**config.mk**
```make
export PLATFORM = sky130hd
export DESIGN_NAME = v810_intc
export DESIGN_NICKNAME = d
export VERILOG_FILES = /design/src/rtl/v810_intc.sv
export SDC_FILE = /design/constraint.sdc
export NUM_CORES = 1
export LEC_CHECK = 0
export ABC_AREA = 1
export CORE_UTILIZATION = 53
export CTS_CLUSTER_DIAMETER = 40
export DETAILED_ROUTE_END_ITERATION = 8
export GPL_TIMING_DRIVEN = 1
export PLACE_DENSITY = 0.78
export SYNTH_ARGS = -nofsm -noshare
export SYNTH_HDL_FRONTEND = slang
export SYNTH_SLANG_ARGS = --single-unit
```
**constraint.sdc**
```tcl
create_clock -name CLK -period 1.78 [get_ports CLK]
set_clock_uncertainty 0.1 [all_clocks]
set_input_delay 0.267 -clock CLK [delete_from_list [all_inputs] [get_ports CLK]]
set_output_delay 0.267 -clock CLK [all_outputs]
set_load 0.05 [all_outputs]
```
**src/rtl/v810_intc.sv**
```systemverilog
// v810 interrupt controller: 16 maskable sources plus NMI, registered level request.
// Optional define V810_INTC_SYNC_EN adds two-flop input synchronisers.
module v810_intc #(
  parameter int          NMI_PULSE = 4,
  parameter logic [15:0] IEN_RESET = 16'h0
) (
  input  logic        CLK,
  input  logic        RESn,
  input  logic        CE,
  input  logic [15:0] IRQ,
  input  logic        NMI_SRC,
  input  logic        REG_CEn,
  input  logic        REG_WEn,
  input  logic [1:0]  REG_A,
  input  logic [15:0] REG_DI,
  output logic [15:0] REG_DO,
  output logic        INT,
  output logic [3:0]  INTVn,
  output logic        NMIn
);

  localparam int CW = $clog2(NMI_PULSE + 1);

  logic [15:0]   ien;
  logic [15:0]   imode;
  logic [15:0]   latch;
  logic [15:0]   latch_nx;
  logic [15:0]   irq_s;
  logic [15:0]   irq_p;
  logic [15:0]   pend;
  logic [15:0]   req;
  logic [15:0]   rd_data;
  logic [3:0]    lvl;
  logic          nmi_s;
  logic          nmi_p;
  logic [CW-1:0] cnt;
  logic [CW-1:0] cnt_nx;
  logic          wr;
  logic          rd;

`ifdef V810_INTC_SYNC_EN
  logic [15:0] irq_m;
  logic        nmi_m;

  // Two-flop synchronisers for asynchronous sources.
  always_ff @(posedge CLK or negedge RESn) begin
    if (!RESn) begin
      irq_m <= '0;
      irq_s <= '0;
      nmi_m <= 1'b0;
      nmi_s <= 1'b0;
    end else if (CE) begin
      irq_m <= IRQ;
      irq_s <= irq_m;
      nmi_m <= NMI_SRC;
      nmi_s <= nmi_m;
    end
  end
`else
  assign irq_s = IRQ;
  assign nmi_s = NMI_SRC;
`endif

  assign wr   = ~REG_CEn & ~REG_WEn;
  assign rd   = ~REG_CEn & REG_WEn;
  assign pend = (imode & latch) | (~imode & irq_s);
  assign req  = pend & ien;

  // Highest set request bit wins; zero when nothing requests.
  always_comb begin
    lvl = '0;
    for (int i = 0; i < 16; i++) begin
      if (req[i]) lvl = 4'(i);
    end
  end

  // Edge latches: host clears first, a new edge then sets over it.
  always_comb begin
    latch_nx = latch;
    if (wr && REG_A == 2'd2) latch_nx = latch_nx & ~REG_DI;
    if (wr && REG_A == 2'd1) latch_nx = latch_nx & REG_DI;
    latch_nx = latch_nx | (irq_s & ~irq_p & imode);
  end

  // NMI pulse counter: reload on a rising edge, else run down to zero.
  always_comb begin
    if (nmi_s && !nmi_p) cnt_nx = CW'(NMI_PULSE);
    else if (cnt != '0)  cnt_nx = cnt - 1'b1;
    else                 cnt_nx = cnt;
  end

  // Register read mux; ISTAT reflects the registered outputs.
  always_comb begin
    case (REG_A)
      2'd0:    rd_data = ien;
      2'd1:    rd_data = imode;
      2'd2:    rd_data = pend;
      default: rd_data = {11'b0, INT, ~INTVn};
    endcase
  end

  // Main state and registered outputs, all gated by CE.
  always_ff @(posedge CLK or negedge RESn) begin
    if (!RESn) begin
      ien    <= IEN_RESET;
      imode  <= '0;
      latch  <= '0;
      irq_p  <= '0;
      nmi_p  <= 1'b0;
      cnt    <= '0;
      INT    <= 1'b0;
      INTVn  <= 4'hF;
      NMIn   <= 1'b1;
      REG_DO <= '0;
    end else if (CE) begin
      irq_p <= irq_s;
      nmi_p <= nmi_s;
      latch <= latch_nx;
      cnt   <= cnt_nx;
      INT   <= |req;
      INTVn <= ~lvl;
      NMIn  <= (cnt_nx == '0);
      if (wr && REG_A == 2'd0) ien <= REG_DI;
      if (wr && REG_A == 2'd1) imode <= REG_DI;
      if (rd) REG_DO <= rd_data;
    end
  end

endmodule

```
==> results of run 1 <==
==> power by group <==
part | switching, mW | internal (mW) | leakage [nW]
Combinational | 1.33 | 0.937 | 1.54
Clock | 0.729 | 0.724 | 0.0986
Sequential | 0.336 | 2.51 | 1.13
Total | 2.39 | 4.17 | 2.77
==> Yosys cell counts (all sizes together) <==
library cell  instances  share of area
a21oi                20          0.023
a221oi                9          0.018
a22o                  2         0.0040
a31oi                 1         0.0014
buf                  11          0.014
clkbuf               14          0.012
dfrtp                85           0.48
dfstp                 5          0.030
ha                    3         0.0085
inv                  69          0.058
mux2                  5          0.013
mux2i                 2         0.0045
nand2               132           0.11
nand3                 7         0.0090
nand4                 1         0.0014
nor2                 24          0.023
nor3                  2         0.0048
nor4                  1         0.0014
o2111ai               1         0.0020
o211ai                1         0.0017
o21a                  1         0.0017
o21ai               112           0.13
o221ai                1         0.0020
o22ai                 3         0.0042
o31ai                14          0.024
o41ai                10          0.020
==> worst min-delay path by stage <==
stage | start | end | cells past startpoint
6_report | RESn | REG_DO[7] | 2
5_1_grt | RESn | REG_DO[9] | 2
4_1_cts | RESn | REG_DO[7] | 2
3_5_place_dp | RESn | REG_DO[7] | 1
3_3_place_gp | RESn | REG_DO[7] | 1
2_1_floorplan | RESn | INT | 0
==> cell type report <==
| type | count | area (um2) |
|---|---|---|
| sequential | 90 | 2258 |
| fill | 606 | 2146 |
| multi-input combinational | 352 | 1821 |
| timing repair buffer | 113 | 1071 |
| inverter | 69 | 259.0 |
| clock buffer | 12 | 155.1 |
| tap | 102 | 127.6 |
| clock inverter | 4 | 50.05 |
==> critical path: cells and delay by family <==
family / cells / cell delay, ns
AND/OR/NAND/NOR: 1 / 0.07
AO/OA/AOI/OAI: 3 / 0.38
multiplexers: 1 / 0.28
buffers and inverters: 3 / 0.85
==> per-layer routing <==
layer  wire length [um]  share of wire  up-vias  global-route usage
li1                   -              -     1996                   -
met1               4995           0.44     1996              0.3694
met2               5224           0.46      181              0.4418
met3                850          0.075       24             0.05041
met4                225          0.020        0              0.1090
met5                  0              0        -                   0
==> cell families (layout without fill, tap and decap cells) <==
| kind of cell | Yosys count | in the layout |
|---|---|---|
| AO/OA/AOI/OAI | 175 | 175 |
| adder cells (fa/ha/maj) | 3 | 3 |
| buffers and inverters | 94 | 198 |
| AND/OR/NAND/NOR | 167 | 167 |
| multiplexers | 7 | 7 |
| flip-flops | 90 | 90 |
==> registers in the layout, summed over array words and instances (netlist names) <==
signal and count:
INT 1, INTVn 4, NMIn 1, REG_DO 16, cnt 3, ien 16, imode 16, irq_p 16
latch 16, nmi_p 1
==> repair_timing <==
item                                    in CTS  in global routing
endpoints found under the setup margin       0                  3
hold buffers                                 1                  0
gates resized for setup                      0                  7
endpoints found under the hold margin       21                  0
buffers inserted                             0                  1
==> through the flow <==
stage	cell area, um2	utilization
after detailed placement	5497	0.6969
final	5742	0.7280
after global routing	5742	0.7280
after global placement	5497	0.6969
after CTS	5712	0.7241
after floorplan	4428	-
==> summary.txt, run 1 <==
Placement
  • Port buffer count: slightly above 60
  • Placed instance count: 724
  • Gpl congestion: ~0.87
  • Post-Place Worst Slack: -0.2492 ns
  • DP HPWL: roughly 8.3 mm

Synth
  • Post-Synth XOR/XNOR Area: 0
  • Adder-Cell Fraction of Synth Area: 0.008477
  • Count of cell types in the netlist: 36
  • Compound-Gate Fraction of Synth Area: 0.2275
  • Post-synthesis mux area share: 0.01724
  • Largest family of logic cells by synthesized area: compound AO/OA/AOI/OAI gates
  • Syn. warnings: 0
  • Net Count, Synth: between 500 and 600
  • Post-Syn Area: 0.004428 mm2
  • Average size of a mapped cell: 8.261 um2
  • Sequential fraction of the synthesis area: 0.5100
  • Post-Synthesis Cells: 536
  • Post-synthesis simple-gate area fraction: 0.1523
  • Synth Register Bits: 90

Finish
  • Fraction of layout cells with a size suffix above 1: 0.1797
  • Highest-count cells in the layout ignoring fill and taps: nand2_1, dfrtp_1, o21ai_0
  • Commonest non-fill, non-tap cell in the layout: nand2_1
  • Final std cells w/o fill: 742
  • Nets@finish: between 600 and 700
  • Ant diodes: 0
  • P&R area growth vs syn: 29.67%

Route
  • Wirelength per Cell: 15.22 um
  • Remaining DRCs: 0
  • Routed vias/inst: 5.656
  • DR vias: 4197
  • Routed wire length: 11.30 mm
  • Initial DRC count: 200
  • Pre-antenna DRT Iters: 5
  • Detail Route Antenna Nets: 0

STA
  • Min Clock Period, post-route: 1.675 ns
  • Worst-margin pin slew: 0.4688 ns
  • Slew Viols, Final: 0
  • Final worst slack: 0.1049 ns
  • Total negative slack: 0 ns
  • Min Hold Slack: 0.2337 ns
  • Count of final setup violators: 0
  • F_max: just under 600 MHz
  • Fin crit share: 0.9411
  • Hold Vio Cnt, Final: 0
  • Slew HR: 0.6874

Pwr
  • PD cells: 1143 mW/mm2
  • Tot Pwr: around 6.6 mW
  • P_leak: 2.767 nW
  • Peak VDD IR: roughly 800 uV

Clock tree
  • CTS tree: done
  • Root Buffer: clkbuf_8
  • Clk slew on worst S/H paths: 0.09 ns
  • Htree depth: 3
  • CTS Buf Count: 9
  • Skew-Pair Late Insertion Delay: ~0.37 ns
  • CTS max path bufs: 2
  • Num Clock Sinks: 90

Status
  • Status: finished, final reports clean

GRT
  • Antenna violations before repair: 0
  • Largest net degree at the start of global routing: 42
  • Total track usage: 0.2750
  • Via count of the first global-routing pass: 3970
  • Total grt overflow: 0
  • First-pass GRT wire length: 18.50 mm

Setup path
  • Crit path capture type: flop
  • Worst path arrival time: 1.84 ns
  • Worst setup path end: REG_DO[1]
  • Startpoint Class: input port
  • R2r endpoint: INT
  • Crit-path max cell delay: 0.57 ns
  • R2R cell count: 9
  • Crit path from: REG_A[1]
  • Worst reg2reg setup slack: 0.13 ns
  • Reg-to-Reg Start: imode[4]
  • Critical Path Fanout Max: 12
  • Critical-path cell list: clkdlybuf4s50_1 > nor2_4 > inv_2 > buf_4 > o22ai_1 > a21oi_1 > o21ai_0 > mux2_2
  • CP Class: input port to flop
  • Crit path required time: ~1.9 ns
  • CP max-delay cell: clkdlybuf4s50_1

Floorplanning
  • Number of core rows: 32
  • Initial Util: 0.5614
  • Die area: 0.008724 mm2
  • Die Span X: 93.41 um
  • Die H: around 93 um
  • Core area: 0.007888 mm2
  • IO Count: 62

Flow run
  • Max Cap Viol: 0

Worst hold path
  • Hold crit path type: input port to async pin
No activity file was read; power rests on OpenSTA's default activity.
==> inputs of run 2 (changes only) <==
--- a/config.mk
+++ b/config.mk
@@ -7,6 +7,7 @@
 export LEC_CHECK = 0
 export ABC_AREA = 1
 export CORE_UTILIZATION = 53
+export CTS_BUF_LIST = sky130_fd_sc_hd__clkbuf_4
 export CTS_CLUSTER_DIAMETER = 40
 export DETAILED_ROUTE_END_ITERATION = 8
 export GPL_TIMING_DRIVEN = 1
==> run 2 against run 1 <==
Global-route usage down 0.19 points. Critical path type is now flop to flop. Combinational power about the same. Design area fell by 1.0%. Critical endpoint is now INT. Via count down 0.21%.
==> summary.txt, run 2 (synthesized netlist as in run 1, its figures left out) <==
Status
  • Status: finished, final reports clean (unchanged)

GRT
  • First-pass GRT wire length: 18.34 mm (was 18.50 mm)
  • Total grt overflow: 0 (unchanged)
  • Via count of the first global-routing pass: 3930 (was 3970)
  • Largest net degree at the start of global routing: 42 (unchanged)
  • Total track usage: 0.2730 (was 0.2750)
  • Antenna violations before repair: 0 (unchanged)

Finish
  • P&R area growth vs syn: 28.34% (was 29.67%)
  • Fraction of layout cells with a size suffix above 1: 0.1810 (was 0.1797)
  • Nets@finish: 679 (was 678)
  • Commonest non-fill, non-tap cell in the layout: nand2_1 (unchanged)
  • Highest-count cells in the layout ignoring fill and taps: nand2_1, dfrtp_1, o21ai_0 (unchanged)
  • Final std cells w/o fill: 743 (was 742)
  • Ant diodes: 0 (unchanged)
  • Fillers: 620 (was 606)
  • Non-Filler Cell Area, Final: 0.005683 mm2 (was 0.005742 mm2)

Clock tree
  • Clk slew on worst S/H paths: 0.14 ns (was 0.09 ns)
  • CTS Buf Count: 9 (unchanged)
  • CTS tree: done (unchanged)
  • Htree depth: 3 (unchanged)
  • Num Clock Sinks: 90 (unchanged)
  • Skew-Pair Late Insertion Delay: 0.45 ns (was 0.37 ns)
  • CTS max path bufs: 2 (unchanged)
  • Root Buffer: clkbuf_4 (was clkbuf_8)

Placement
  • Gpl congestion: 0.8672 (unchanged)
  • Port buffer count: 61 (unchanged)
  • DP HPWL: 8.271 mm (unchanged)
  • Post-Place Worst Slack: -0.2492 ns (unchanged)
  • DP Area: 0.005497 mm2 (unchanged)
  • Placed instance count: 724 (unchanged)

Worst hold path
  • Hold crit path type: input port to async pin (unchanged)

Setup path
  • Critical Path Fanout Max: 5 (was 12)
  • Worst path arrival time: 1.92 ns (was 1.84 ns)
  • Crit path capture type: flop (unchanged)
  • Startpoint Class: flop (was input port)
  • CP bufs+invs: 1 (was 3)
  • Crit-path max cell delay: 0.45 ns (was 0.57 ns)
  • CP Class: flop to flop (was input port to flop)
  • Critical-path cell list: nand2_1 > o21ai_1 > nand2_1 > buf_4 > nand2_1 > nor2_1 > nand3_1 > nor4_1 > nor2_1 (was clkdlybuf4s50_1 > nor2_4 > inv_2 > buf_4 > o22ai_1 > a21oi_1 > o21ai_0 > mux2_2)
  • CP most frequent cell: nand2_1
  • CP max-delay cell: dfrtp_1 (was clkdlybuf4s50_1)
  • Crit path max-delay family: simple AND/OR/NAND/NOR gates (was buffers and inverters)
  • Crit path required time: 2.02 ns (was 1.94 ns)

Floorplanning
  • Initial Util: 0.5614 (unchanged)
  • Core area: 0.007888 mm2 (unchanged)
  • Die H: 93.41 um (unchanged)
  • Number of core rows: 32 (unchanged)
  • Die area: 0.008724 mm2 (unchanged)
  • Die Span X: 93.41 um (unchanged)
  • IO Count: 62 (unchanged)

Flow run
  • Max Cap Viol: 0 (unchanged)

Route
  • Initial DRC count: 211 (was 200)
  • Wirelength per Cell: 14.99 um (was 15.22 um)
  • Routed vias/inst: 5.637 (was 5.656)
  • DR vias: 4188 (was 4197)
  • Routed wire length: 11.14 mm (was 11.30 mm)
  • Remaining DRCs: 0 (unchanged)
  • Pre-antenna DRT Iters: 5 (unchanged)
  • Detail Route Antenna Nets: 0 (unchanged)

STA
  • Min Clock Period, post-route: 1.684 ns (was 1.675 ns)
  • Total negative slack: 0 ns (unchanged)
  • Count of final setup violators: 0 (unchanged)
  • Slew Viols, Final: 0 (unchanged)
  • Worst-margin pin slew: 0.4633 ns (was 0.4688 ns)
  • Fin crit share: 0.9462 (was 0.9411)
  • F_max: 593.7 MHz (was 597.0 MHz)
  • Final worst slack: 0.09569 ns (was 0.1049 ns)
  • Slew HR: 0.6912 (was 0.6874)
  • Hold Vio Cnt, Final: 0 (unchanged)

Pwr
  • Peak VDD IR: 783.9 uV (was 785.2 uV)
  • PD cells: 1099 mW/mm2 (was 1143 mW/mm2)
  • Tot Pwr: 6.244 mW (was 6.565 mW)
  • P_leak: 2.742 nW (was 2.767 nW)
run 2: per-layer routing:
metal / vias to the layer above / wire (um) / GRT usage
met3: 22 / 763 / 0.03984
met5: - / 0 / 0
li1: 1993 / - / -
met4: 0 / 201 / 0.1231
met1: 1986 / 4921 / 0.3726
met2: 187 / 5252 / 0.4326
run 2: final timing paths:
kind                            startpoint        end  slack, ns  depth (start not counted)
min in group CLK                   NMI_SRC      nmi_p       0.29                          3
worst max register to register    imode[4]        INT        0.1                          9
worst max-delay path              imode[4]        INT        0.1                          9
max in group asynchronous             RESn   INTVn[0]       0.83                          3
worst min register to register    irq_p[1]   latch[1]       0.36                          1
worst min-delay path                  RESn  REG_DO[6]       0.14                          2
run 2: layout make-up:
type	instances	area (um2)	area share
clock buffer	10	75.07	0.01321
sequential	90	2260	0.3976
multi-input combinational	352	1826	0.3212
tap	102	127.6	0.02246
inverter	69	259.0	0.04557
timing repair buffer	114	1079	0.1898
clock inverter	6	57.56	0.01013
run 2: per-stage QoR:
stage            util  hold slack, ns
2_1_floorplan       -         -0.1286
6_report       0.7205          0.1382
3_5_place_dp   0.6969         0.09314
4_1_cts        0.7149          0.1367
3_3_place_gp   0.6969         0.09432
5_1_grt        0.7205          0.1648
run 2: power by group:
part,leakage [nW],internal (mW),switching (mW)
Sequential,1.13,2.51,0.334
Combinational,1.55,0.945,1.33
Clock,0.0675,0.433,0.693
Total,2.74,3.89,2.36
run 2: repair_timing:
| item | CTS | global route |
|---|---|---|
| buffers inserted | 0 | 2 |
| hold buffers | 1 | 0 |
| setup endpoints to repair | 0 | 3 |
| endpoints found under the hold margin | 86 | 0 |
| resized for setup | 0 | 10 |
